<file path="config.mk">
export PLATFORM = sky130hd
export DESIGN_NAME = icu
export DESIGN_NICKNAME = d
export VERILOG_FILES = /design/src/rtl/icu_pkg.sv /design/src/rtl/icu_prio_enc.sv /design/src/rtl/icu.sv
export SDC_FILE = /design/constraint.sdc
export NUM_CORES = 1
export LEC_CHECK = 0
export CORE_UTILIZATION = 46
export CTS_BUF_LIST = sky130_fd_sc_hd__clkbuf_4 sky130_fd_sc_hd__clkbuf_8
export CTS_CLUSTER_DIAMETER = 150
export DETAILED_ROUTE_END_ITERATION = 16
export MAX_ROUTING_LAYER = met4
export PLACE_DENSITY = 0.83
export SLEW_MARGIN = 20
export SYNTH_ARGS = -nofsm -noshare
export SYNTH_HDL_FRONTEND = slang
export SYNTH_SLANG_ARGS = --single-unit
</file>
<file path="constraint.sdc">
create_clock -name clk -period 2.95 [get_ports clk]
set_input_delay 0.59 -clock clk [delete_from_list [all_inputs] [get_ports clk]]
set_output_delay 0.59 -clock clk [all_outputs]
set_load 0.02 [all_outputs]
</file>
<file path="src/rtl/icu_pkg.sv">
// Shared definitions for the interrupt control unit.
// Holds the register address map and the upper bound on the number of
// interrupt sources.
package icu_pkg;

  localparam logic [1:0] ICU_ADDR_PEND = 2'd0;
  localparam logic [1:0] ICU_ADDR_EN   = 2'd1;
  localparam logic [1:0] ICU_ADDR_ACT  = 2'd2;
  localparam logic [1:0] ICU_ADDR_EDGE = 2'd3;

  localparam int ICU_MAX_SRC = 32;
  localparam int ICU_IDX_W   = 5;

endpackage

</file>
<file path="src/rtl/icu_prio_enc.sv">
// Combinational priority encoder for the ICU active-source register.
// Ports:
//   req   - request vector, NUM_SRC bits
//   valid - high when any request bit is set
//   idx   - index of the lowest set request bit, 0 when none is set
module icu_prio_enc
  import icu_pkg::*;
#(
  parameter int NUM_SRC = 16
) (
  input  logic [NUM_SRC-1:0]   req,
  output logic                 valid,
  output logic [ICU_IDX_W-1:0] idx
);

  always_comb begin
    valid = |req;
    idx   = '0;
    // Scan downwards so the lowest set bit is the last one assigned.
    for (int i = NUM_SRC - 1; i >= 0; i--) begin
      if (req[i]) idx = ICU_IDX_W'(i);
    end
  end

endmodule

</file>
<file path="src/rtl/icu.sv">
// Interrupt control unit: merges per-peripheral interrupt requests into a
// single registered CPU interrupt line.
// Ports:
//   clk, rst          - clock and synchronous active-high reset
//   stb, we, addr     - single-cycle peripheral bus access
//   data_in, data_out - bus write data / combinational read data
//   ack               - bus acknowledge, equal to stb
//   irq_in            - peripheral requests, one bit per source
//   irq               - registered CPU interrupt request
// Registers: 0 PENDING (W1C, edge sources only), 1 ENABLE, 2 ACTIVE (RO),
// 3 EDGE (1 = rising edge, 0 = level).
// Build option: define ICU_PRIORITY_EN to include the priority encoder and
// the ACTIVE register; otherwise address 2 reads zero.
module icu
  import icu_pkg::*;
#(
  parameter int NUM_SRC = 16
) (
  input  logic               clk,
  input  logic               rst,
  input  logic               stb,
  input  logic               we,
  input  logic [1:0]         addr,
  input  logic [31:0]        data_in,
  output logic [31:0]        data_out,
  output logic               ack,
  input  logic [NUM_SRC-1:0] irq_in,
  output logic               irq
);

  logic [NUM_SRC-1:0] pending_q, pending_d;
  logic [NUM_SRC-1:0] enable_q, enable_d;
  logic [NUM_SRC-1:0] edge_q, edge_d;
  logic [NUM_SRC-1:0] prev_q, prev_d;
  logic               irq_q, irq_d;

  logic [NUM_SRC-1:0] src_wr;
  logic [NUM_SRC-1:0] w1c;
  logic [NUM_SRC-1:0] pend_edge;
  logic               wr;

  logic [ICU_MAX_SRC-1:0] pend_rd, en_rd, edge_rd, act_rd;

  // Write data above NUM_SRC is intentionally discarded.
  logic unused_data;
  assign unused_data = ^data_in;

  assign ack = stb;
  assign irq = irq_q;

  always_comb begin
    wr       = stb & we;
    src_wr   = data_in[NUM_SRC-1:0];
    w1c      = (wr && addr == ICU_ADDR_PEND) ? src_wr : '0;
    prev_d   = irq_in;
    enable_d = enable_q;
    edge_d   = edge_q;

    // Edge sources: a new rising edge wins over a same-cycle clear.
    pend_edge = (irq_in & ~prev_q) | (pending_q & ~w1c);
    pending_d = (edge_q & pend_edge) | (~edge_q & irq_in);

    if (wr && addr == ICU_ADDR_EN) enable_d = src_wr;
    if (wr && addr == ICU_ADDR_EDGE) begin
      edge_d    = src_wr;
      // Changing a source's mode discards whatever it had pending.
      pending_d = pending_d & ~(edge_q ^ src_wr);
    end

    irq_d = |(pending_q & enable_q);
  end

  always_ff @(posedge clk) begin
    if (rst) begin
      pending_q <= '0;
      enable_q  <= '0;
      edge_q    <= '0;
      prev_q    <= '0;
      irq_q     <= 1'b0;
    end else begin
      pending_q <= pending_d;
      enable_q  <= enable_d;
      edge_q    <= edge_d;
      prev_q    <= prev_d;
      irq_q     <= irq_d;
    end
  end

`ifdef ICU_PRIORITY_EN
  logic [NUM_SRC-1:0]   act_req;
  logic                 act_valid;
  logic [ICU_IDX_W-1:0] act_idx;

  assign act_req = pending_q & enable_q;

  icu_prio_enc #(
    .NUM_SRC (NUM_SRC)
  ) u_prio_enc (
    .req   (act_req),
    .valid (act_valid),
    .idx   (act_idx)
  );

  assign act_rd = {act_valid, 26'b0, act_idx};
`else
  assign act_rd = '0;
`endif

  always_comb begin
    pend_rd = '0;
    en_rd   = '0;
    edge_rd = '0;
    pend_rd[NUM_SRC-1:0] = pending_q;
    en_rd[NUM_SRC-1:0]   = enable_q;
    edge_rd[NUM_SRC-1:0] = edge_q;
    case (addr)
      ICU_ADDR_PEND: data_out = pend_rd;
      ICU_ADDR_EN:   data_out = en_rd;
      ICU_ADDR_ACT:  data_out = act_rd;
      default:       data_out = edge_rd;
    endcase
  end

endmodule

</file>
; ---- Word-level counts from Yosys, hierarchy flattened
; Cells that the tools add are included.
[totals]
out_inout_bits = 34
ff_bits = 65
elab_cells = 30
inputBits = 54
[op_classes]
n_reduce_logical = 5
n_mux = 3
eq_ne = 3
bitwise_logic = 14
[op_table]
columns = cell, n
row1 = $and 16x16->16, 6
row2 = $not 16->16, 4
row3 = $pmux 16 s3, 1
row4 = $mux 16, 2
row5 = $or 16x16->16, 2
row6 = $reduce_or 16->1, 1
row7 = $xor 16x16->16, 1
row8 = $eq 2x2->1 const B, 2
row9 = $logic_and 1x1->1, 3
row10 = $eq 2x1->1 const B, 1
row11 = $logic_not 2->1, 1
row12 = $and 1x1->1, 1

; ---- Depth between registers and ports, before layout
; Gate-level depths: netlist of run 1.
[logic_depth]
word_depth = 10
ltp_mapped = 7
ltp_nobuf = 4

; ---- Least setup slack after synthesis of run 1
; No wires, ideal clock.
[synth_timing]
kind = input-to-output
from = input addr[0]
to = output data_out[0]
t_required_ps = 2360
path_slack_ps = 904
t_arrival_ps = 1456
cell_stages = 4
n_path_buf = 2
cell_sequence = buf_4 buf_2 mux2i_1 o21ai_1
[synth_between]
elab_chain_len = 2
[synth_rtl]
columns = item, line
row1 = start: declaration, icu.sv:23  ; input logic [1:0] addr,
row2 = $eq 2x2->1 (tied with other cells), icu.sv:116  ; case (addr)
row3 = $pmux 16 s3 *, icu.sv:116
row4 = end: declaration, icu.sv:25  ; output logic [31:0] data_out,
; Mark *: on every way between the ends. The rest lies on a longest branch, timed or not.

; ---- Worst setup path after layout of run 1
[layout_timing]
from = input addr[0]
to = output data_out[5]
; Same word-level chain as after synthesis.

==> results of run 1 <==
==> how the worst max path moves through the flow <==
stage / start / cells past startpoint / end / slack (ps)
final: addr[0] / 6 / data_out[5] / 60
after global routing: addr[0] / 6 / data_out[6] / 7
after CTS: addr[0] / 6 / data_out[11] / 60
after global placement: addr[0] / 6 / data_out[15] / 90
after floorplan: addr[0] / 4 / data_out[0] / 900
after detailed placement: addr[0] / 6 / data_out[11] / 70
==> sequential cells by signal (all words and copies together) (netlist names) <==
name       cells
enable_q      16
irq            1
prev_q        16
edge_q        16
pending_q     16
==> layer usage <==
layer  wire length, um  part of all wire [%]  vias to the layer above  GRT usage, %
met5                 0                     0                        -             -
met4                98                   1.3                        0         8.150
met3               514                   6.9                        8         6.686
met2              3635                    49                       94         37.48
met1              3231                    43                     1348         26.50
li1                  -                     -                     1395             -
==> critical path, delay by kind of cell <==
kind	cells	cell delay (ps)
AO/OA/AOI/OAI	1	110
AND/OR/NAND/NOR	2	270
buffers and inverters	3	1320
==> layout make-up <==
type | instances | area [um2] | area share (%)
Clock buffer | 13 | 172.7 | 4.427
Tap cell | 77 | 96.34 | 2.470
Timing Repair Buffer | 66 | 653.1 | 16.75
Multi-Input combinational cell | 284 | 1602 | 41.07
Clock inverter | 2 | 60.06 | 1.540
Inverter | 4 | 15.01 | 0.3850
Sequential cell | 65 | 1301 | 33.37
==> where the power goes <==
group / internal (W) / total, W / switching, W
logic: 0.000118 / 0.000250 / 0.000132
clock network: 0.000550 / 0.000880 / 0.000330
registers: 0.000912 / 0.000936 / 0.0000239
total: 0.00158 / 0.00207 / 0.000486
==> kinds of logic (layout without fill, tap and decap cells) <==
| group | Yosys count | in the layout | share of synthesized area, % |
|---|---|---|---|
| DFF | 65 | 65 | 41.82 |
| muxes | 16 | 16 | 5.147 |
| and+or+nand+nor | 127 | 127 | 19.82 |
| other | 1 | 16 | 0.1205 |
| buffers and inverters | 45 | 85 | 8.524 |
| AOI/OAI and AO/OA | 125 | 125 | 24.57 |
==> placed cells by master (no fill, tap or decap), drive strengths merged <==
| cell type | instances |
|---|---|
| a21boi | 16 |
| a21o | 12 |
| a21oi | 52 |
| a221oi | 3 |
| a22o | 3 |
| a22oi | 2 |
| a311o | 4 |
| a31oi | 1 |
| and2 | 1 |
| and3 | 2 |
| and4b | 1 |
| buf | 12 |
| bufinv | 2 |
| clkbuf | 13 |
| clkdlybuf4s50 | 54 |
| conb | 16 |
| dfxtp | 65 |
| inv | 4 |
| mux2i | 16 |
| nand2 | 80 |
| nand4 | 1 |
| nand4b | 1 |
| nand4bb | 1 |
| nor2b | 16 |
| nor3 | 12 |
| nor3b | 12 |
| o21ai | 16 |
| o22ai | 16 |
==> metrics by stage <==
step           hold slack (ps)  cells  util, %
3_5_place_dp             465.2    496    57.10
3_3_place_gp             457.1    496    57.10
6_report                 476.3    511    60.72
2_1_floorplan            448.7    394        -
5_1_grt                  493.1    511    60.72
4_1_cts                  473.6    511    60.72
==> results.md, run 1 <==
- Final hold vios: 0
- Failing checks: DRC
- Cell taking the most area after synthesis: dfxtp_1
- NumNets Final: 484
- # diodes: 0
- R2R Setup Slk: ~1700 ps
- Fmax: 0.3464 GHz
- CTS tree: built
- Share of layout cells above drive strength 1: under 10%
- Yosys cell types: 29
- Relative slew slack: 56.75%
- Clock skew: 8.836 ps
- Ports: slightly below 90
- CTS Buffer Depth: 2
- Min cycle time layout: a little under 3000 ps
- Setup CP Type: primary input to output pin
- Hold_buf cts: 0
- Crit start category: primary input
- PwrDens: between 500 and 600 mW/mm2
- Grt total ovfl: 0
- Final setup TNS: 0 ps
- Post-DP HPWL: around 5100 um
- Number of flops mapped to enable cells by yosys: 0
- H-tree Lvls: 3
- Core area: between 0.006 and 0.007 mm2
- Total chip power: between 0.002 and 0.0025 W
- Max-slew violations: 0
- Req. time, crit path: ~2400 ps
- Worst r2r src: pending_q[6]$_SDFF_PP0_
- PostCTS Resize Cnt: 0
- RSZ-0062 raised after global routing: no
- Syn Inst Count: approximately 380
- Synthesized flop and latch total: 65
- Remaining DRCs: 10
- Input/output buffers: 55
- Final setup margin: about 63 ps
- Routed via count: 2845
- Worst Hold End: enable_q[15]$_SDFFE_PP0P_
- Initial antenna violation count: 0
- Sink Count: 65
- Max_cap viols: 0
- Tcrit/Tclk final: between 90% and 100%
- FF-to-FF End: irq$_SDFF_PP0_
- Hold Path Stages: 2
- Top cell type's share of synthesized area: 41.82%
- Rows: 29
- Pre-CTS setup slack: 74.90 ps
- VDD IR-drop max: about 0.38 mV
- Critical path's most frequent cell: clkdlybuf4s50_1
- Hold Crit Class: flop to flop
- Antenna-violating nets left: 0
- All-Layer GR Usage: around 23%
- Die height: 84.25 um
- Inserted Clock Buffers: 9
- Seq/Total Area, Yosys: between 40% and 50%
- Clock Pin Slew Worst Setup and Hold Paths: roughly 60 ps
- Worst skew pair latency: 350 ps
- R2r worst-path depth: 4
- CP max stage cell: clkdlybuf4s50_1
- Ys Warns: 0
- Crit-path max FO: 7
- Wire per inst: approximately 15 um
- Top FF cell, synth: dfxtp_1
- Post-CTS setup buffers: 0
- Final Setup Violations: 0
- Fin area: 0.003900 mm2
- Crit path largest cell delay: ~630 ps
- Crit path DAT: approximately 2300 ps
- Post-synthesis async set-or-reset flop share: 0%
- Initial Util: 48.45%
- Cell area after synthesis: between 0.003 and 0.004 mm2
- Most frequent cells after synthesis: 80 x nand2_1, 65 x dfxtp_1, 52 x a21oi_1
- Synthesis-to-layout area growth: 25.33%
- Worst path cell trace: clkdlybuf4s50_1 -> and2_1 -> buf_4 -> nand2_1 -> o21ai_1 -> clkdlybuf4s50_1
- First-pass GRT wire length: approximately 12000 um
- Final wirelength: 7479 um
- Clk root buf: clkbuf_8
- 1st-iter DRT viols: approximately 180
- First-pass iteration count of the detailed router: 11
- Vias in the first global route: 2630
- Synth area leaders: dfxtp_1 42%, nand2_1 9.7%, a21oi_1 8.4%
- CP endpoint kind: output pin
- Fill cell count: 568
- P_leak: between 1.5 and 2 nW
- Vias per cell: around 5.6
- Outcome: complete, but fails checks
- Routability congestion estimate: a little over 0.8
- Mean post-synth cell area: between 8 and 9 um2
- Count leader, synth: nand2_1
- Die area: ~0.007 mm2
- Hold path startpoint: enable_q[15]$_SDFFE_PP0P_
- Worst Tran Pin Value: 648.3 ps
- Largest net degree at the start of global routing: 34
- Die span in x: around 84 um
- Placed cell areas: between 0.003 and 0.004 mm2
Power figures use the tool's default switching activity.
==> run 2: changes to the inputs <==
Settings changed: CAP_MARGIN from default to 0, SLEW_MARGIN 20 to 30.
==> results of run 2 <==
Same layout as run 1: the final DEF is identical, and so are final timing and power.
==> run 3: changes to the inputs <==
==> constraint.sdc (replaced) <==
create_clock -name clk -period 2.95 [get_ports clk]
set_input_delay 0.295 -clock clk [delete_from_list [all_inputs] [get_ports clk]]
set_output_delay 0.295 -clock clk [all_outputs]
set_load 0.02 [all_outputs]
==> run 3 against run 2 <==
  * The flow still finishes with violations (DRC)
  * Sequential cell count unchanged
  * Hold slack got worse by 0.66 ps
  * Global-route usage grew 0.15 points
  * Critical path depth stayed put
  * Sequential share of layout area is 0.65 points higher
  * Design area shrank 1.9%
  * Clock skew barely moved
  * Clock power decreased by 13%
  * Critical path type unchanged
  * Sequential power about the same
  * Via count grew 0.56%
  * Register-to-register slack gained 30 ps
  * Die area stayed put
==> results.md, run 3 (same netlist as run 1, synthesis figures left out) <==
- Fill cell count: 574 (was 568)
- Setup CP Type: primary input to output pin (unchanged)
- PwrDens: 509.2 mW/mm2 (was 530.0 mW/mm2)
- Wire per inst: 14.87 um (was 14.64 um)
- Worst skew pair latency: 350 ps (about the same)
- Max_cap viols: 0 (unchanged)
- CP Buf/Inv Count: 3 (unchanged)
- R2r worst-path depth: 4 (unchanged)
- Clock Pin Slew Worst Setup and Hold Paths: 70 ps (was 60 ps)
- Crit path max-delay family: buffers and inverters (unchanged)
- H-tree Lvls: 3 (unchanged)
- CTS Buffer Depth: 2 (unchanged)
- Final hold vios: 0 (unchanged)
- Failing checks: DRC (unchanged)
- Post-DP HPWL: 4897 um (was 5078 um)
- VDD IR-drop max: 0.2430 mV (was 0.3814 mV)
- Final Setup Violations: 0 (unchanged)
- Placed cell areas: 0.003625 mm2 (was 0.003667 mm2)
- First-pass GRT wire length: 12490 um (was 12230 um)
- CP endpoint kind: output pin (unchanged)
- Rows: 29 (unchanged)
- Final wirelength: 7554 um (was 7479 um)
- # diodes: 0 (unchanged)
- Relative slew slack: 51.66% (was 56.75%)
- Clock skew: 9.209 ps (was 8.836 ps)
- Vias per cell: 5.632 (was 5.568)
- Post-CTS setup buffers: 0 (unchanged)
- Synthesis-to-layout area growth: 22.92% (was 25.33%)
- Antenna-violating nets left: 0 (unchanged)
- Routed via count: 2861 (was 2845)
- Crit-path max FO: 10 (was 7)
- Die span in x: 84.25 um (unchanged)
- Fmax: 0.4055 GHz (was 0.3464 GHz)
- Core area: 0.006422 mm2 (unchanged)
- Initial antenna violation count: 0 (unchanged)
- Die height: 84.25 um (unchanged)
- Clk root buf: clkbuf_8 (unchanged)
- All-Layer GR Usage: 22.95% (was 22.80%)
- Commonest non-fill, non-tap cell in the layout: nand2_1 (unchanged)
- Min cycle time layout: 2466 ps (was 2887 ps)
- First-pass iteration count of the detailed router: 10 (was 11)
- Crit. Startpoint: addr[0] (unchanged)
- Worst Tran Pin Value: 721.2 ps (was 648.3 ps)
- RSZ-0062 raised after global routing: no (unchanged)
- Grt peak-use layer: met2 (unchanged)
- Max-slew violations: 0 (unchanged)
- Crit path largest cell delay: 640 ps (was 630 ps)
- Met3 Use GR: 5.408% (was 6.686%)
- Worst setup endpoint: data_out[14] (was data_out[5])
- CP max stage cell: clkdlybuf4s50_1 (unchanged)
- Worst r2r src: pending_q[6]$_SDFF_PP0_ (unchanged)
- Critical path's most frequent cell: clkdlybuf4s50_1 (unchanged)
- 1st-iter DRT viols: 165 (was 178)
- Worst path cell trace: clkdlybuf4s50_1 -> and2_1 -> buf_12 -> nand2_1 -> o21ai_1 -> clkdlybuf4s50_1 (was clkdlybuf4s50_1 -> and2_1 -> buf_4 -> nand2_1 -> o21ai_1 -> clkdlybuf4s50_1)
- R2R Setup Slk: 1730 ps (was 1700 ps)
- Ports: 88 (unchanged)
- Final setup margin: 483.9 ps (was 62.87 ps)
- FF-to-FF End: irq$_SDFF_PP0_ (unchanged)
- Input/output buffers: 55 (unchanged)
- Grt total ovfl: 0 (unchanged)
- GR Util met1: 27.28% (was 26.50%)
- Die area: 0.007097 mm2 (unchanged)
- Remaining DRCs: 10 (unchanged)
- Final setup TNS: 0 ps (unchanged)
- NumNets Final: 480 (was 484)
- CTS tree: built (unchanged)
- Crit start category: primary input (unchanged)
- Fin area: 0.003825 mm2 (was 0.003900 mm2)
- WP depth: 6 (unchanged)
- Most frequent cells in the layout: 80 x nand2_1, 65 x dfxtp_1, 54 x clkdlybuf4s50_1 (unchanged)
- Hold Crit Class: flop to flop (unchanged)
- Initial Util: 48.45% (unchanged)
- Req. time, crit path: 2650 ps (was 2360 ps)
- Routability congestion estimate: 0.8238 (was 0.8161)
- Met2 track demand over resource: 37.41% (was 37.48%)
- Pre-CTS setup slack: 520.4 ps (was 74.90 ps)
- Largest net degree at the start of global routing: 66 (was 34)
- Tcrit/Tclk final: 83.60% (was 97.87%)
- Hold Path Stages: 2 (unchanged)
- Outcome: complete, but fails checks (unchanged)
- Inserted Clock Buffers: 9 (unchanged)
- Vias in the first global route: 2721 (was 2630)
- Crit path DAT: 2170 ps (was 2300 ps)
- Hold_buf cts: 0 (unchanged)
- Sink Count: 65 (unchanged)
- PostCTS Resize Cnt: 0 (unchanged)
- P_leak: 1.480 nW (was 1.514 nW)
- Hold WS: 475.6 ps (was 476.3 ps)
- Share of layout cells above drive strength 1: 6.032% (was 6.682%)
run 3: cell types whose count changed in the layout (fill, tap and decap cells not counted):
| cell | previous run | this run |
|---|---|---|
| buf_4 | 9 | 6 |
| clkbuf_4 | 1 | 3 |
| clkbuf_8 | 12 | 10 |
| clkinv_2 | 0 | 2 |
| buf_12 | 2 | 1 |
| bufinv_16 | 2 | 1 |
run 3: metal layers:
layer / up-vias / routed length (um)
met5: - / 0
met4: 0 / 104
met3: 10 / 429
met2: 71 / 3621
met1: 1382 / 3399
li1: 1398 / -
run 3: worst min-delay path by stage:
stage | to | slack, ps | from
final | enable_q[1]$_SDFFE_PP0P_ | 480 | enable_q[1]$_SDFFE_PP0P_
after CTS | enable_q[3]$_SDFFE_PP0P_ | 470 | enable_q[3]$_SDFFE_PP0P_
after detailed placement | enable_q[3]$_SDFFE_PP0P_ | 460 | enable_q[3]$_SDFFE_PP0P_
after global placement | enable_q[12]$_SDFFE_PP0P_ | 460 | enable_q[12]$_SDFFE_PP0P_
after floorplan | pending_q[0]$_SDFF_PP0_ | 380 | data_in[0]
after global routing | enable_q[14]$_SDFFE_PP0P_ | 490 | enable_q[14]$_SDFFE_PP0P_
run 3: report_power, final:
group          leakage (nW)  switching, W  internal [W]  total [W]
clock                 0.108      0.000326      0.000439   0.000766
sequential            0.534     0.0000238      0.000912   0.000936
combinational         0.839      0.000132      0.000114   0.000246
run 3: worst reg2reg max path: cells and delay by family (launching register included):
family          cells  cell delay [ps]
compound gates      3              550
flops               1              340
simple gates        1              190
run 3: stage by stage:
stage	utilization [%]	std cells	total power, W
after global routing	59.56	508	0.002026
after detailed placement	56.44	492	0.001198
final	59.56	508	0.001948
after floorplan	-	394	0.001105
after global placement	56.44	492	0.001192
after CTS	59.56	508	0.001955
run 3: area by class of cell:
type                            instances  area [um2]  area share, %
Timing Repair Buffer                   62       610.6          15.96
Clock buffer                           13       160.2          4.187
Inverter                                4       15.01         0.3925
Clock inverter                          3       40.04          1.047
Sequential cell                        65        1301          34.02
Multi-Input combinational cell        284        1602          41.87
Tap cell                               77       96.34          2.519
